==> config.mk <==
export PLATFORM = sky130hd
export DESIGN_NAME = uart_mmio
export DESIGN_NICKNAME = d
export VERILOG_FILES = /design/src/rtl/uart_mmio.sv
export SDC_FILE = /design/constraint.sdc
export NUM_CORES = 1
export LEC_CHECK = 0
export CAP_MARGIN = 25
export CORE_UTILIZATION = 60
export DETAILED_ROUTE_END_ITERATION = 16
export DONT_BUFFER_PORTS = 1
export MAX_ROUTING_LAYER = met4
export PLACE_DENSITY = 0.76
export SLEW_MARGIN = 20
export SYNTH_ARGS = -nofsm -noshare
export SYNTH_HDL_FRONTEND = slang
export SYNTH_SLANG_ARGS = --single-unit
==> constraint.sdc <==
create_clock -name clk -period 2.7 [get_ports clk]
set_input_delay 0.27 -clock clk [delete_from_list [all_inputs] [get_ports clk]]
set_output_delay 0.27 -clock clk [all_outputs]
set_load 0.005 [all_outputs]
==> src/rtl/uart_mmio.sv <==
// uart_mmio: memory-mapped 8N1 UART that snoops the data-memory store bus.
//   Transmit: the core stores a byte to TXDATA (BASE_ADDR+0) and sets START in
//   CTRL (BASE_ADDR+4); the byte is serialised on tx, LSB first.
//   Receive: each good rx frame becomes a one-cycle bus-master write of the
//   zero-extended byte to RX_ADDR (intr selects the uart side of the memory mux).
// Ports:
//   clk, rst          - single clock, synchronous active-high reset
//   wen_mem, addr_d_mem, wdata_mem - snooped memory store bus
//   rdata             - memory read data (not used by this block)
//   rx / tx           - serial in / out, both idle high
//   intr, wen_uart, addr_d_uart, wdata_uart - RX bus-master write request
module uart_mmio #(
  parameter int                  WORD_LEN     = 32,
  parameter logic [WORD_LEN-1:0] BASE_ADDR    = 'h1000,
  parameter logic [WORD_LEN-1:0] RX_ADDR      = 'h1010,
  parameter int                  CLKS_PER_BIT = 4
) (
  input  logic                clk,
  input  logic                rst,
  input  logic                wen_mem,
  input  logic [WORD_LEN-1:0] addr_d_mem,
  input  logic [WORD_LEN-1:0] wdata_mem,
  input  logic [WORD_LEN-1:0] rdata,
  input  logic                rx,
  output logic                tx,
  output logic                intr,
  output logic                wen_uart,
  output logic [WORD_LEN-1:0] addr_d_uart,
  output logic [WORD_LEN-1:0] wdata_uart
);

  localparam int CNT_W = $clog2(CLKS_PER_BIT);
  localparam logic [CNT_W-1:0] BIT_LAST  = CNT_W'(CLKS_PER_BIT - 1);
  localparam logic [CNT_W-1:0] HALF_LAST = CNT_W'(CLKS_PER_BIT / 2 - 1);

  typedef enum logic [1:0] {TX_IDLE, TX_START, TX_DATA, TX_STOP} tx_state_t;
  typedef enum logic [1:0] {RX_IDLE, RX_START, RX_DATA, RX_STOP} rx_state_t;

  logic [WORD_LEN-1:0] uart_regfile [0:7];

  // Register file write decode
  logic wr_hit, wr_txdata, wr_ctrl;
  assign wr_hit    = wen_mem && (addr_d_mem[WORD_LEN-1:3] == BASE_ADDR[WORD_LEN-1:3])
                     && (addr_d_mem[1:0] == 2'b00);
  assign wr_txdata = wr_hit && !addr_d_mem[2];
  assign wr_ctrl   = wr_hit &&  addr_d_mem[2];

  tx_state_t      tx_state, tx_state_n;
  logic [CNT_W-1:0] tx_cnt, tx_cnt_n;
  logic [2:0]     tx_bit, tx_bit_n;
  logic [7:0]     tx_sh, tx_sh_n;
  logic           tx_load, tx_done;

  // BUSY is hardware-owned, so a CTRL write carries its next value instead of wdata bit1.
  logic busy_n;
  assign busy_n = tx_load ? 1'b1 : (tx_done ? 1'b0 : uart_regfile[4][1]);

  always_ff @(posedge clk) begin
    if (rst) begin
      for (int i = 0; i < 8; i++) uart_regfile[i] <= '0;
    end else begin
      if (tx_load) uart_regfile[4][1] <= 1'b1;
      if (tx_done) uart_regfile[4][1:0] <= 2'b00;
      if (wr_txdata) uart_regfile[0] <= wdata_mem;
      if (wr_ctrl) uart_regfile[4] <= {wdata_mem[WORD_LEN-1:2], busy_n, wdata_mem[0]};
    end
  end

  // TX FSM
  always_comb begin
    tx_state_n = tx_state;
    tx_cnt_n   = tx_cnt;
    tx_bit_n   = tx_bit;
    tx_sh_n    = tx_sh;
    tx         = 1'b1;
    tx_load    = 1'b0;
    tx_done    = 1'b0;
    case (tx_state)
      TX_IDLE: begin
        tx_cnt_n = '0;
        if (uart_regfile[4][0] && !uart_regfile[4][1]) begin
          tx_load    = 1'b1;
          tx_sh_n    = uart_regfile[0][7:0];
          tx_state_n = TX_START;
        end
      end
      TX_START: begin
        tx = 1'b0;
        if (tx_cnt == BIT_LAST) begin
          tx_cnt_n   = '0;
          tx_bit_n   = '0;
          tx_state_n = TX_DATA;
        end else tx_cnt_n = tx_cnt + 1'b1;
      end
      TX_DATA: begin
        tx = tx_sh[0];
        if (tx_cnt == BIT_LAST) begin
          tx_cnt_n = '0;
          tx_sh_n  = {1'b0, tx_sh[7:1]};
          if (tx_bit == 3'd7) tx_state_n = TX_STOP;
          else tx_bit_n = tx_bit + 1'b1;
        end else tx_cnt_n = tx_cnt + 1'b1;
      end
      TX_STOP: begin
        if (tx_cnt == BIT_LAST) begin
          tx_cnt_n   = '0;
          tx_done    = 1'b1;
          tx_state_n = TX_IDLE;
        end else tx_cnt_n = tx_cnt + 1'b1;
      end
      default: tx_state_n = TX_IDLE;
    endcase
  end

  always_ff @(posedge clk) begin
    if (rst) begin
      tx_state <= TX_IDLE;
      tx_cnt   <= '0;
      tx_bit   <= '0;
    end else begin
      tx_state <= tx_state_n;
      tx_cnt   <= tx_cnt_n;
      tx_bit   <= tx_bit_n;
    end
    tx_sh <= tx_sh_n;
  end

  // RX synchroniser plus one extra flop for falling-edge detection
  logic rx_s1, rx_s2, rx_d;
  rx_state_t      rx_state, rx_state_n;
  logic [CNT_W-1:0] rx_cnt, rx_cnt_n;
  logic [2:0]     rx_bit, rx_bit_n;
  logic [7:0]     rx_sh, rx_sh_n;
  logic           rx_ok;

  // RX FSM: the counter phase set at the start-bit midpoint makes every later
  // full-bit wrap land on a bit centre.
  always_comb begin
    rx_state_n = rx_state;
    rx_cnt_n   = rx_cnt;
    rx_bit_n   = rx_bit;
    rx_sh_n    = rx_sh;
    rx_ok      = 1'b0;
    case (rx_state)
      RX_IDLE: begin
        rx_cnt_n = '0;
        if (!rx_s2 && rx_d) rx_state_n = RX_START;
      end
      RX_START: begin
        if (rx_cnt == HALF_LAST) begin
          rx_cnt_n   = '0;
          rx_bit_n   = '0;
          rx_state_n = rx_s2 ? RX_IDLE : RX_DATA;
        end else rx_cnt_n = rx_cnt + 1'b1;
      end
      RX_DATA: begin
        if (rx_cnt == BIT_LAST) begin
          rx_cnt_n = '0;
          rx_sh_n  = {rx_s2, rx_sh[7:1]};
          if (rx_bit == 3'd7) rx_state_n = RX_STOP;
          else rx_bit_n = rx_bit + 1'b1;
        end else rx_cnt_n = rx_cnt + 1'b1;
      end
      RX_STOP: begin
        // A low stop bit discards the byte; the edge detector keeps a
        // still-low line from being taken as a new start bit.
        if (rx_cnt == BIT_LAST) begin
          rx_cnt_n   = '0;
          rx_ok      = rx_s2;
          rx_state_n = RX_IDLE;
        end else rx_cnt_n = rx_cnt + 1'b1;
      end
      default: rx_state_n = RX_IDLE;
    endcase
  end

  always_ff @(posedge clk) begin
    if (rst) begin
      rx_s1       <= 1'b1;
      rx_s2       <= 1'b1;
      rx_d        <= 1'b1;
      rx_state    <= RX_IDLE;
      rx_cnt      <= '0;
      rx_bit      <= '0;
      intr        <= 1'b0;
      wen_uart    <= 1'b0;
      addr_d_uart <= '0;
      wdata_uart  <= '0;
    end else begin
      rx_s1       <= rx;
      rx_s2       <= rx_s1;
      rx_d        <= rx_s2;
      rx_state    <= rx_state_n;
      rx_cnt      <= rx_cnt_n;
      rx_bit      <= rx_bit_n;
      intr        <= rx_ok;
      wen_uart    <= rx_ok;
      addr_d_uart <= rx_ok ? RX_ADDR : '0;
      wdata_uart  <= rx_ok ? {{(WORD_LEN-8){1'b0}}, rx_sh_n} : '0;
    end
    rx_sh <= rx_sh_n;
  end

  logic unused;
  assign unused = ^{rdata, uart_regfile[0][WORD_LEN-1:8], uart_regfile[1], uart_regfile[2],
                    uart_regfile[3], uart_regfile[4][WORD_LEN-1:2], uart_regfile[5],
                    uart_regfile[6], uart_regfile[7]};

endmodule

==> impl_metrics.tcl, run 1 <==
set metrics [dict create \
    syn_area_um2 2700 \
    crit_required_ns 2.43 \
    clock_path_buffers 2 \
    grt_start_max_net_pins 21 \
    synthTopCellsByArea "dfxtp_1 25%, edfxtp_1 20%, buf_4 16%, mux2_2 6.3%, ha_1 5.6%" \
    antennaDiodeCount 0 \
    numCtsBuffers 5 \
    syn_to_final_growth_pct -2.97 \
    first_iter_violations 100 \
    relSlewSlack_pct 48.9 \
    ys_ff_latch 52 \
    syn_inst 254 \
    synth.distinct_cells 42 \
    antenna_found_initial 0 \
    hold_class "input port to flip-flop" \
    dieArea_um2 4770 \
    drive_gt1_share_pct 14.6 \
    die_w_um 69.0 \
    ctsHtreeMaxLevel 2 \
    gp_congestion 0.721 \
    stdcell_count 305 \
    nets 364 \
    synth_top_cell_by_area "dfxtp_1" \
    hold_violations 0 \
    final.setup.tns_ns 0 \
    skew_ns 0.0130 \
    cts-root-buf "clkbuf_8" \
    clk_latency_ns 0.31 \
    fin_area_um2 2620 \
    cp_max_fo 18 \
    placed_cells 296 \
    track_usage_pct 16.0 \
    path_clk_slew_ns 0.10 \
    max-cap-violations 0 \
    routed_wl_mm 3.77 \
    cts.sinks 52 \
    cp.arrival_ns 1.63 \
    rows 24 \
    grt_pass1_vias 1359 \
    route.detailed.drc 0 \
    setup_violations 0 \
    worstSetupStartpointType "flip-flop" \
    synth-edff-count 18 \
    power.leakage_uw 0.00112 \
    die_h_um 69.0 \
    fmax_mhz 526 \
    tightestPinTransition_ns 0.760 \
    post_drt_wl_per_cell_um 12.4 \
    num-fill-cells 368 \
    ys_warn_count 0 \
    grt_pass1_wl_mm 5.82 \
    cts_tree "yes" \
    status "finished, final reports clean" \
    irDropWorstVdd_mv 0.252 \
    dpl.hpwl_mm 2.77 \
    cts_resized 0 \
    maxSlewViolCount 0 \
    ant_nets 0 \
    seq_area_frac_synth_pct 45.3 \
    via_per_inst 5.06 \
    fin_crit_sh_pct 70.5 \
    vias 1542 \
    portBuffers 0 \
    r2r_slack_ns 0.86 \
    power_density_nw_per_um2 649 \
    ios 167 \
    grt_overflow 0 \
    start_util_pct 62.4 \
    syn_area_per_cell_um2 10.6 \
    rsz0062_at_grt "false" \
    end_kind "output pin" \
    drt-pass1-iter-count 6 \
    async_flop_share_pct 0 \
    crit_type "flip-flop to output pin" \
    core_area_um2 4320 \
    dpl_cell_area_um2 2510 \
    synthFlopType "dfxtp_1" \
    fin_crit_ns 1.90 \
    yosysTopAreaCellShare_pct 25.2 \
]
power by group:
part | switching, µW | internal [µW]
registers | 38.3 | 924
logic | 161 | 121
clock network | 266 | 189
kinds of logic after synthesis:
logic type	count (synthesis)	synth area share (%)
AND/OR/NAND/NOR	75	17.9
AO/OA/AOI/OAI	21	5.15
buffers and inverters	75	18.6
other	1	0.139
multiplexers	18	7.38
adder cells (fa/ha/maj)	12	5.57
flip-flops	52	45.3
final cells by class:
cell class	instances	area, µm²	share of cell area [%]
clock buffer	5	68.8	2.63
sequential	52	1220	46.7
timing repair buffer	3	25.0	0.956
tap	52	65.1	2.49
inverter	10	37.5	1.43
multi-input combinational	180	1170	44.9
clock inverter	3	25.0	0.956
placed cells by master (no fill, tap or decap), types with 2 or more instances in the layout:
master    instances
nor4_1            4
clkbuf_8          5
edfxtp_1         18
inv_1            10
a21oi_1           9
dfxtp_1          34
nor4_2            2
nand2_1          15
nor4_4            2
inv_6             2
nor3_1            4
or2_2             2
mux2i_1           3
conb_1           54
nand3_1           2
a21o_1            2
o21ai_0           2
buf_4             2
nand4_1           3
a32oi_1           2
mux2_2           15
and2_1            8
nand2b_1          2
ha_1             12
nor2_1            9
and3_1            9
nor4b_1           2
nor2b_1           3
through the flow:
stage                     setup slack (ns)  total power, µW  hold slack [ns]  util (%)
after floorplan                      0.763             1250            0.374         -
after global placement               0.910             1250            0.344      58.1
after detailed placement             0.899             1260            0.348      58.1
after CTS                            0.785             1710          0.00563      60.3
after global routing                 0.667             1780         0.000871      60.5
final                                0.798             1700           0.0155      60.5
repair_timing:
action | in CTS | in global routing
hold endpoints to repair | 0 | 1
buffers inserted | 0 | 0
hold buffers | 0 | 1
flip-flops by register name, indices dropped and copies added, names as in the netlist, named ones only:
signal	count
uart_regfile	10
tx_sh	8
rx_d	1
tx_bit	3
rx_bit	3
tx_state	2
rx_s1	1
rx_sh	8
tx_cnt	2
wdata_uart	8
addr_d_uart	1
rx_cnt	2
rx_s2	1
rx_state	1
worst max-delay path: stages (launching register included):
cell	delay (ns)
dfxtp_1	0.35
inv_1	0.09
ha_1	0.62
o21ai_0	0.26
synthesized netlist by cell type, types with 2 or more instances:
library cell  count
nor4b_1           2
or2_2             2
o21ai_0           2
nor3_1            4
nor4_2            2
nand3_1           2
edfxtp_1         18
nand2_1          15
dfxtp_1          34
inv_1            10
nand4_1           3
and2_1            8
nor2b_1           3
a21oi_1           9
buf_4            57
a32oi_1           2
buf_2             4
and3_1            9
clkbuf_1          4
a21o_1            2
mux2_2           15
nor4_4            2
mux2i_1           3
ha_1             12
nand2b_1          2
nor2_1            9
nor4_1            4
metal layers:
layer	GRT usage [%]	vias up	part of all wire, %
met5	-	-	0
li1	-	757	-
met2	25.8	79	47
met3	3.51	5	7.3
met1	19.0	701	44
met4	7.48	0	1.5
worst paths after layout:
path | from | end | cells after the start
max reg2reg | tx_state[0] | tx_sh[2] | 5
min | rst | rx_cnt[1] | 1
max | tx_state[0] | tx | 3
min reg2reg | rx_s1 | rx_s2 | 1
Power figures use the tool's default switching activity.
==> inputs of run 2 (changes only) <==
ABC_AREA = 1   (was default)
clock period = 1.9 ns   (was 2.7 ns; I/O delays follow)
==> run 2 against run 1 <==
Net effect:
- the flow now finishes with violations (design-rule violations)
- core utilization up 2.3 points
- largest power group unchanged
- synthesized area up 6.7%
- critical path depth up 1
- worst setup slack worse by 0.52 ns
- sequential power up 48%
- critical endpoint unchanged
- routed wire length up 11%
- clock skew down 0.0061 ns
==> impl_metrics.tcl, run 2 <==
set metrics [dict create \
    status "finished with violations" \
    violations "design-rule violations" \
    crit_required_ns 1.71 \
    drt-pass1-iter-count 10 \
    dieArea_um2 5080 \
    grt_overflow 0 \
    syn_inst 358 \
    rows 24 \
    antenna_found_initial 0 \
    ctsHtreeMaxLevel 2 \
    path_clk_slew_ns 0.10 \
    synth_top_cell_by_area "dfxtp_1" \
    final_common_cell "nand2_1" \
    fin_crit_ns 1.63 \
    final.setup.tns_ns 0 \
    route.detailed.drc 7 \
    p_sw_share_pct 31.6 \
    ant_nets 0 \
    async_flop_share_pct 0 \
    skew_ns 0.00685 \
    setup_violations 0 \
    stdcell_count 413 \
    end_kind "output pin" \
    crit_type "flip-flop to output pin" \
    cp_max_fo 15 \
    post_drt_wl_per_cell_um 10.1 \
    cts_hold_buf 2 \
    start_util_pct 64.3 \
    grt_pass1_wl_mm 6.82 \
    crit_path_max_incr_delay_ns 0.37 \
    p_comb_share_pct 21.3 \
    irDropWorstVdd_mv 0.448 \
    routed_wl_mm 4.19 \
    first_iter_violations 157 \
    hold_violations 0 \
    drive_gt1_share_pct 7.76 \
    p_sw_uw 828 \
    fin_crit_sh_pct 85.6 \
    grt_start_max_net_pins 19 \
    placed_cells 403 \
    fin_ws_ns 0.274 \
    numCtsBuffers 5 \
    worstSetupStartpointType "flip-flop" \
    cp.arrival_ns 1.44 \
    ys_ff_latch 52 \
    yosysTopAreaCellShare_pct 23.7 \
    power_density_nw_per_um2 932 \
    pwr-share-clk_pct 24.5 \
    yosys-top-cells-count "64 x nand2_1, 57 x buf_4, 54 x inv_1, 41 x nor2_1, 34 x dfxtp_1" \
    path_cells "inv_1 -> ha_1 -> buf_4 -> o21ai_0" \
    yosysMostFrequentCell "nand2_1" \
    synth-edff-count 18 \
    critPathTopFamily "flip-flops" \
    num-fill-cells 385 \
    dp_slack_ns 0.334 \
    core_area_um2 4470 \
    synthTopCellsByArea "dfxtp_1 24%, edfxtp_1 19%, buf_4 15%, nand2_1 8.3%, inv_1 7.0%" \
    cts.sinks 52 \
    syn_area_per_cell_um2 8.04 \
    clk_latency_ns 0.31 \
    cts-root-buf "clkbuf_8" \
    max-cap-violations 0 \
    top_register "uart_regfile" \
    ios 167 \
    vias 1914 \
    rsz0062_at_grt "false" \
    power.leakage_uw 0.00139 \
    nets 472 \
    antennaDiodeCount 0 \
    timing.critical_path.buf_inv 2 \
    dpl.hpwl_mm 3.16 \
    largest_register_ff_count 10 \
    synth.distinct_cells 31 \
    gp_congestion 0.794 \
    p_int_uw 1790 \
    fmax_mhz 615 \
    cts_tree "yes" \
    ys_warn_count 0 \
    seq_area_frac_synth_pct 42.4 \
    grt_pass1_vias 1627 \
    portBuffers 0 \
    maxSlewViolCount 0 \
    cts_resized 0 \
    syn_area_um2 2880 \
    synthFlopType "dfxtp_1" \
    track_usage_pct 17.9 \
    hold_class "input port to flip-flop" \
    via_per_inst 4.63 \
    layout_common_cells "64 x nand2_1, 54 x inv_1, 54 x conb_1" \
    power_uw 2620 \
    die_w_um 71.3 \
    clock_path_buffers 2 \
    die_h_um 71.3 \
    postCtsSetupRepairBufs 0 \
    syn_to_final_growth_pct -2.30 \
    seq_power_share_pct 54.2 \
    cpMaxStageDelayCell "dfxtp_1" \
]
==> run 2: logic make-up after synthesis <==
logic type / count (synthesis) / share of synthesized area, %
adder cells (fa/ha/maj): 12 / 5.22
other: 1 / 0.130
AO/OA/AOI/OAI: 34 / 7.17
buffers and inverters: 118 / 23.3
flip-flops: 52 / 42.4
AND/OR/NAND/NOR: 141 / 21.8
==> run 2: worst register-to-register path: stages (launching register included) <==
cell,delay [ns]
dfxtp_1,0.37
inv_1,0.08
ha_1,0.23
buf_4,0.20
o211ai_1,0.39
nand3b_1,0.16
a21oi_1,0.06
==> run 2: power by group through the flow <==
stage	Combinational, µW	Clock, µW	Sequential (µW)
finish	558	643	1420
global route	649	708	1440
CTS	557	661	1420
detailed placement	545	0	1450
global placement	532	0	1430
floorplan	531	0	1430
==> run 2: area by class of cell <==
type	count	area (µm²)	area share [%]
flip-flops and latches	52	1220	43.4
multi-input cells	241	1190	42.2
inverters	56	210	7.48
clock buffers	5	68.8	2.45
well taps	52	65.1	2.31
repair buffers	4	35.0	1.25
clock inverters	3	25.0	0.890
==> run 2: through the flow <==
step | util [%] | cell area (µm²) | hold slack, ns
after floorplan | - | 3080 | 0.294
after global placement | 60.3 | 2700 | 0.263
after detailed placement | 60.3 | 2700 | 0.265
after CTS | 62.8 | 2810 | 0.0874
after global routing | 62.8 | 2810 | 0.0971
final | 62.8 | 2810 | 0.0940
==> run 2: path summary, 6_finish.rpt <==
| kind | cells past startpoint | from | slack, ns | end |
|---|---|---|---|---|
| worst min register to register | 1 | rx_s1 | 0.43 | rx_s2 |
| worst min-delay path | 2 | wdata_mem[1] | 0.09 | uart_regfile[0][1] |
| worst max-delay path | 4 | tx_state[0] | 0.27 | tx |
| worst max register to register | 6 | tx_state[0] | 0.30 | tx_bit[2] |
==> run 2: routing by layer <==
metal  GRT usage (%)  routed length, µm  part of all wire [%]  up-vias
met4            8.22                 77                   1.8        0
met1            21.7               1870                    45      823
met3            4.64                301                   7.2        5
met2            28.0               1940                    46       91
li1                -                  -                     -      995
met5               -                  0                     0        -
